[src/rtl/pc_seq_pkg.sv]
// Shared types and defaults for the program-counter sequencer.
package pc_seq_pkg;

  localparam int PC_W  = 10;
  localparam int CNT_W = 16;

  localparam logic [9:0] PROG0_START = 10'd0;
  localparam logic [9:0] PROG1_START = 10'd256;
  localparam logic [9:0] PROG2_START = 10'd512;

  typedef enum logic [1:0] {
    IDLE = 2'd0,
    RUN  = 2'd1,
    DONE = 2'd2
  } state_t;

endpackage

[src/rtl/sat_counter.sv]
// Saturating up-counter with synchronous clear and count enable.
module sat_counter #(
  parameter int W = 16
) (
  input  logic         clk,
  input  logic         rst,
  input  logic         clr,
  input  logic         en,
  output logic [W-1:0] q
);

  always_ff @(posedge clk or posedge rst) begin
    if (rst) begin
      q <= '0;
    end else if (clr) begin
      q <= '0;
    end else if (en && (q != {W{1'b1}})) begin
      q <= q + 1'b1;
    end
  end

endmodule

[src/rtl/pc_sequencer.sv]
// Program counter sequencer: launches three programs in turn,
// steps/branches the PC and counts executed instructions.
module pc_sequencer #(
  parameter int              PC_W        = pc_seq_pkg::PC_W,
  parameter logic [PC_W-1:0] PROG0_START = PC_W'(pc_seq_pkg::PROG0_START),
  parameter logic [PC_W-1:0] PROG1_START = PC_W'(pc_seq_pkg::PROG1_START),
  parameter logic [PC_W-1:0] PROG2_START = PC_W'(pc_seq_pkg::PROG2_START),
  parameter int              CNT_W       = pc_seq_pkg::CNT_W
) (
  input  logic             clk,
  input  logic             rst,
  input  logic             start,
  input  logic             halt,
  input  logic             branch_en,
  input  logic             branch_taken,
  input  logic [2:0]       branch_ptr,
  input  logic [PC_W-1:0]  target,
  output logic [2:0]       lut_addr,
  output logic [1:0]       prog_state,
  output logic [PC_W-1:0]  pc,
  output logic             running,
  output logic             ack,
  output logic [CNT_W-1:0] cycle_count
);

  import pc_seq_pkg::*;

  state_t          state, state_n;
  logic [PC_W-1:0] pc_n;
  logic [1:0]      prog_n;
  logic            armed;
  logic            go;
  logic            cnt_clr;
  logic            cnt_en;

  function automatic logic [PC_W-1:0] start_addr(input logic [1:0] p);
    case (p)
      2'd1:    return PROG1_START;
      2'd2:    return PROG2_START;
      default: return PROG0_START;
    endcase
  endfunction

  // armed blocks a start seen on the first edge after reset release
  always_ff @(posedge clk or posedge rst) begin
    if (rst) begin
      armed      <= 1'b0;
      state      <= IDLE;
      pc         <= '0;
      prog_state <= 2'd0;
    end else begin
      armed      <= 1'b1;
      state      <= state_n;
      pc         <= pc_n;
      prog_state <= prog_n;
    end
  end

  assign go = start && armed;

  always_comb begin
    state_n = state;
    pc_n    = pc;
    prog_n  = prog_state;
    cnt_clr = 1'b0;
    cnt_en  = 1'b0;
    unique case (state)
      IDLE: begin
        if (go) begin
          prog_n  = (prog_state == 2'd3) ? 2'd0 : prog_state;
          pc_n    = start_addr(prog_n);
          cnt_clr = 1'b1;
          state_n = RUN;
        end
      end
      RUN: begin
        cnt_en = 1'b1;
        if (halt) begin
          state_n = DONE;
        end else if (branch_en && branch_taken) begin
          pc_n = target;
        end else begin
          pc_n = pc + 1'b1;
        end
      end
      DONE: begin
        if (go) begin
          prog_n  = (prog_state >= 2'd2) ? 2'd0 : prog_state + 2'd1;
          pc_n    = start_addr(prog_n);
          cnt_clr = 1'b1;
          state_n = RUN;
        end
      end
      default: state_n = IDLE;
    endcase
  end

  sat_counter #(.W(CNT_W)) u_cnt (
    .clk (clk),
    .rst (rst),
    .clr (cnt_clr),
    .en  (cnt_en),
    .q   (cycle_count)
  );

  assign lut_addr = branch_ptr;
  assign running  = (state == RUN);
  assign ack      = (state == DONE);

endmodule

[config.mk]
export PLATFORM = sky130hd
export DESIGN_NAME = pc_sequencer
export DESIGN_NICKNAME = d
export VERILOG_FILES = /design/src/rtl/pc_seq_pkg.sv /design/src/rtl/sat_counter.sv /design/src/rtl/pc_sequencer.sv
export SDC_FILE = /design/constraint.sdc
export NUM_CORES = 1
export LEC_CHECK = 0
export ABC_AREA = 1
export CAP_MARGIN = 20
export CORE_ASPECT_RATIO = 2
export CORE_MARGIN = 5
export CORE_UTILIZATION = 40
export DETAILED_ROUTE_END_ITERATION = 6
export HOLD_SLACK_MARGIN = 0.02
export PLACE_DENSITY = 0.73
export SETUP_SLACK_MARGIN = 0.2
export SLEW_MARGIN = 20
export SYNTH_ARGS = -nofsm -noshare
export SYNTH_HDL_FRONTEND = slang
export SYNTH_HIERARCHICAL = 1
export SYNTH_SLANG_ARGS = --single-unit
[constraint.sdc]
create_clock -name clk -period 1.6 [get_ports clk]
set_input_delay 0.32 -clock clk [delete_from_list [all_inputs] [get_ports clk]]
set_output_delay 0.32 -clock clk [all_outputs]
set_load 0.02 [all_outputs]
==> results_tabular.tex <==
\begin{tabular}{lr}
\hline
Metric & Value \\
\hline
\multicolumn{2}{l}{\textbf{Status}} \\
\quad Run status & complete, but fails checks \\
\quad Violated checks & negative setup slack \\
\multicolumn{2}{l}{\textbf{Setup path}} \\
\quad Depth of the most critical reg-to-reg path & 11 \\
\quad Crit Path Class & reg -> reg \\
\quad Arrival time at the worst endpoint & 1850 ps \\
\quad CP required & 1830 ps \\
\quad Setup slack of the worst register-to-register path & -20 ps \\
\quad Kind of capture point of the worst setup path & flop \\
\quad Nature of the critical path startpoint & flop \\
\quad Worst Path Max Fanout & 4 \\
\multicolumn{2}{l}{\textbf{STA}} \\
\quad Maximum clock frequency & between 600 and 700 MHz \\
\quad Min setup slack post-route & -16.2 ps \\
\quad Fin. Hold Viols & 0 \\
\quad Post-layout min period & 1620 ps \\
\quad RSZ-0062 raised after global routing & true \\
\quad Number of slew-limit violations in the final report & 0 \\
\quad Fraction of the cycle the final worst path needs & 101\% \\
\quad Skew final & 11.1 ps \\
\quad Final setup fails & 4 \\
\multicolumn{2}{l}{\textbf{Synth}} \\
\quad Share of async-settable or async-resettable flops after synthesis & 100\% \\
\quad Count of different cell masters after synthesis & 37 \\
\quad Share of the synthesized area in the top cell type & 35.6\% \\
\quad Most used standard cell by instance count after synthesis & nand2\_1 \\
\quad Synthesized flop and latch total & 31 \\
\quad Cell area after technology mapping & 2180 um\^{}2 \\
\quad Gate count after technology mapping & around 300 \\
\quad Mapped Nets & 330 \\
\quad Portion of the post-synthesis area used by sequential elements & 35.6\% \\
\quad Synth area leaders & dfrtp\_1, nand2\_1, nor2\_1 \\
\quad EDFF count, synth & 0 \\
\quad Average cell area after synthesis & roughly 7 um\^{}2 \\
\quad Commonest cells in the netlist & nand2\_1, nor2\_1, dfrtp\_1 \\
\quad Primary FF master, synth & dfrtp\_1 \\
\quad Number of warnings printed during yosys synthesis & 6 \\
\quad Area leader, netlist & dfrtp\_1 \\
\multicolumn{2}{l}{\textbf{Pwr}} \\
\quad Peak supply drop & 1.09 mV \\
\quad Clock power share & roughly 14\% \\
\quad Design internal power & 2600 uW \\
\quad Total power draw & 4590 uW \\
\quad Fraction of power spent switching nets & 43.3\% \\
\quad Total leakage power & 0.00169 uW \\
\quad Net load switching power & 1990 uW \\
\quad Power density cells & between 1000 and 1500 nW/um\^{}2 \\
\quad Power share of the combinational group & 60.8\% \\
\quad Part of the power in registers & 24.8\% \\
\multicolumn{2}{l}{\textbf{Routing}} \\
\quad Via count of the routed design & 2426 \\
\quad Number of DRC violations after detailed-routing iteration 0 & around 120 \\
\quad DRT Pass-1 Iters & 5 \\
\quad Wire length reported by the detailed router & $\sim$7000 um \\
\quad DR vias/cell & between 5 and 6 \\
\quad Post-route DRC violation count & 0 \\
\quad Avg WL per Cell & around 15 um \\
\quad ANT nets after route & 0 \\
\multicolumn{2}{l}{\textbf{Final layout}} \\
\quad Count of nets after finishing & 420 \\
\quad Area added between synthesis and finish & 52.0\% \\
\quad Layout filler cell count & $\sim$460 \\
\quad Total inserted antenna cells & 0 \\
\quad Fraction of layout instances using a drive strength above 1 & 37.1\% \\
\quad Utilization of the core after routing & 61.6\% \\
\multicolumn{2}{l}{\textbf{Global route}} \\
\quad Maximum number of pins on one net before global-route repair & 17 \\
\quad Global route total overflow & 0 \\
\quad Overall routing resource usage & approximately 20\% \\
\quad Vias in the first global route & 2607 \\
\quad Initial antenna violation count & 0 \\
\quad Wire length of the first global-routing pass & roughly 11000 um \\
\multicolumn{2}{l}{\textbf{Die}} \\
\quad Die footprint & 7110 um\^{}2 \\
\quad Die outline width & around 62 um \\
\quad Floorplan core area & 5370 um\^{}2 \\
\quad Number of primary I/O pins & 52 \\
\quad Chip Height & $\sim$110 um \\
\quad Number of placement rows & 38 \\
\quad Starting utilization of the core area & 40.5\% \\
\multicolumn{2}{l}{\textbf{Clocking}} \\
\quad Number of buffers created by CTS & 5 \\
\quad CTS tree & yes \\
\quad Deepest level of the CTS H-tree & 2 \\
\quad CTS root buffer & clkbuf\_8 \\
\quad Maximum clock path buffer count & 2 \\
\quad Clock net sink count & 31 \\
\quad Worst-Skew Late Latency & 290 ps \\
\quad Register clock-pin slew on the reported worst setup and hold paths & 70 ps \\
\quad Quantity of hold-fixing buffers added after cts & 0 \\
\multicolumn{2}{l}{\textbf{Placement}} \\
\quad Post-placement setup slack & -53.5 ps \\
\quad Number of I/O port buffers & 45 \\
\quad GP Congestion & 0.872 \\
\quad Total half-perimeter wirelength after legalization and detailed placement & 4630 um \\
\multicolumn{2}{l}{\textbf{Hold path}} \\
\quad Hold crit path type & in -> async \\
\multicolumn{2}{l}{\textbf{Job}} \\
\quad Max Cap Violations & 0 \\
\hline
\end{tabular}
[what timing repair did]
| item | 4_1_cts | 5_1_grt |
|---|---|---|
| pin swaps | 11 | 8 |
| endpoints found under the hold margin | 0 | 0 |
| endpoints found under the setup margin | 60 | 48 |
| cloned | 2 | 0 |
| buffers inserted | 16 | 6 |
| resized for setup | 118 | 32 |
[worst paths after layout]
path / startpoint / to
setup / recovery: state[0] / pc[7]
hold reg to reg: pc[1] / pc[1]
min in group clk: pc[1] / pc[1]
max in group asynchronous: rst / u_cnt/q[12]
setup reg to reg: state[0] / pc[7]
hold / removal: rst / pc[0]
[per-layer routing]
metal  up-vias  wire length, um  global-route usage [%]
met3        28              463                    4.81
met1      1147             2350                    18.0
met4         0              329                    13.6
li1       1140                -                       -
met2       111             3900                    37.7
met5         -                0                       0
[power groups by stage]
| stage | sequential (uW) | combinational, uW | clock [uW] |
|---|---|---|---|
| 2_1_floorplan | 1270 | 1150 | 0 |
| 3_3_place_gp | 1150 | 2020 | 0 |
| 6_report | 1140 | 2790 | 663 |
| 5_1_grt | 1170 | 2970 | 708 |
| 3_5_place_dp | 1150 | 2060 | 0 |
| 4_1_cts | 1130 | 2640 | 679 |
[layout by cell type (no fill, tap or decap), types with 2 or more instances in the layout]
cell / Yosys / final
xor2_1: 3 / 3
inv_1: 30 / 24
dfrtp_2: 0 / 11
o21ai_2: 0 / 4
ha_1: 6 / 2
buf_6: 1 / 14
nor2_1: 32 / 27
clkdlybuf4s50_1: 0 / 15
nand2_2: 1 / 14
clkbuf_8: 0 / 6
o211ai_1: 3 / 3
clkdlybuf4s15_1: 0 / 5
nor3_1: 3 / 2
nand2_1: 107 / 91
xnor2_1: 5 / 5
o21ai_0: 5 / 3
nand3_2: 2 / 4
nor2_4: 6 / 9
clkbuf_2: 0 / 9
nand2_4: 2 / 5
a21oi_1: 3 / 2
inv_2: 5 / 7
clkdlybuf4s15_2: 0 / 5
nand3b_1: 2 / 2
ha_4: 0 / 4
nand4_1: 12 / 12
buf_2: 1 / 3
buf_4: 4 / 32
dlygate4sd2_1: 0 / 6
nor2_2: 3 / 5
o21ai_1: 7 / 5
inv_6: 0 / 2
nand3_1: 17 / 15
dfrtp_1: 31 / 20
[registers in the layout (all words and copies together), names as in the netlist]
register and cells:
armed 1, prog_state 2, u_cnt/q 16, state 2
pc 10
[final cells by class]
cell class              count  area, um^2  area share (%)
multi-input cells         230        1390            41.9
inverters                  36         155            4.68
clock inverters             1        5.00           0.151
repair buffers             91         815            24.6
clock buffers               7        86.3            2.61
well taps                  60        75.1            2.27
flip-flops and latches     31         790            23.8
[cells by family (layout without fill, tap and decap cells)]
| logic type | Yosys count | after routing | synth area share [%] |
|---|---|---|---|
| AND/OR/NAND/NOR | 191 | 191 | 41.8 |
| buffers and inverters | 44 | 135 | 8.67 |
| flip-flops | 31 | 31 | 35.6 |
| AO/OA/AOI/OAI | 23 | 23 | 6.66 |
| XOR/XNOR | 8 | 8 | 3.22 |
| adder cells (fa/ha/maj) | 6 | 6 | 3.45 |
| other | 1 | 1 | 0.172 |
| multiplexers | 1 | 1 | 0.460 |
[stage by stage]
step | area, um^2 | hold WS, ps | cells | TNS, ps
after detailed placement | 2880 | 540 | 424 | -155
after global routing | 3310 | 398 | 456 | -1250
after global placement | 2880 | 532 | 424 | -29.6
after floorplan | 2240 | 221 | 305 | 0
after CTS | 3260 | 368 | 450 | -1.88
final | 3310 | 365 | 456 | -31.7
[critical path, stage by stage, from the launching register on]
cell      delay [ps]
dfrtp_1          410
buf_6            130
buf_6            100
ha_4             170
nand2_4           60
inv_2             40
nor2_4            90
o21ai_4           90
nand3b_4         200
nor2_1           100
nand2_1           80
nand2_1           70
No activity file was read; power rests on OpenSTA's default activity.
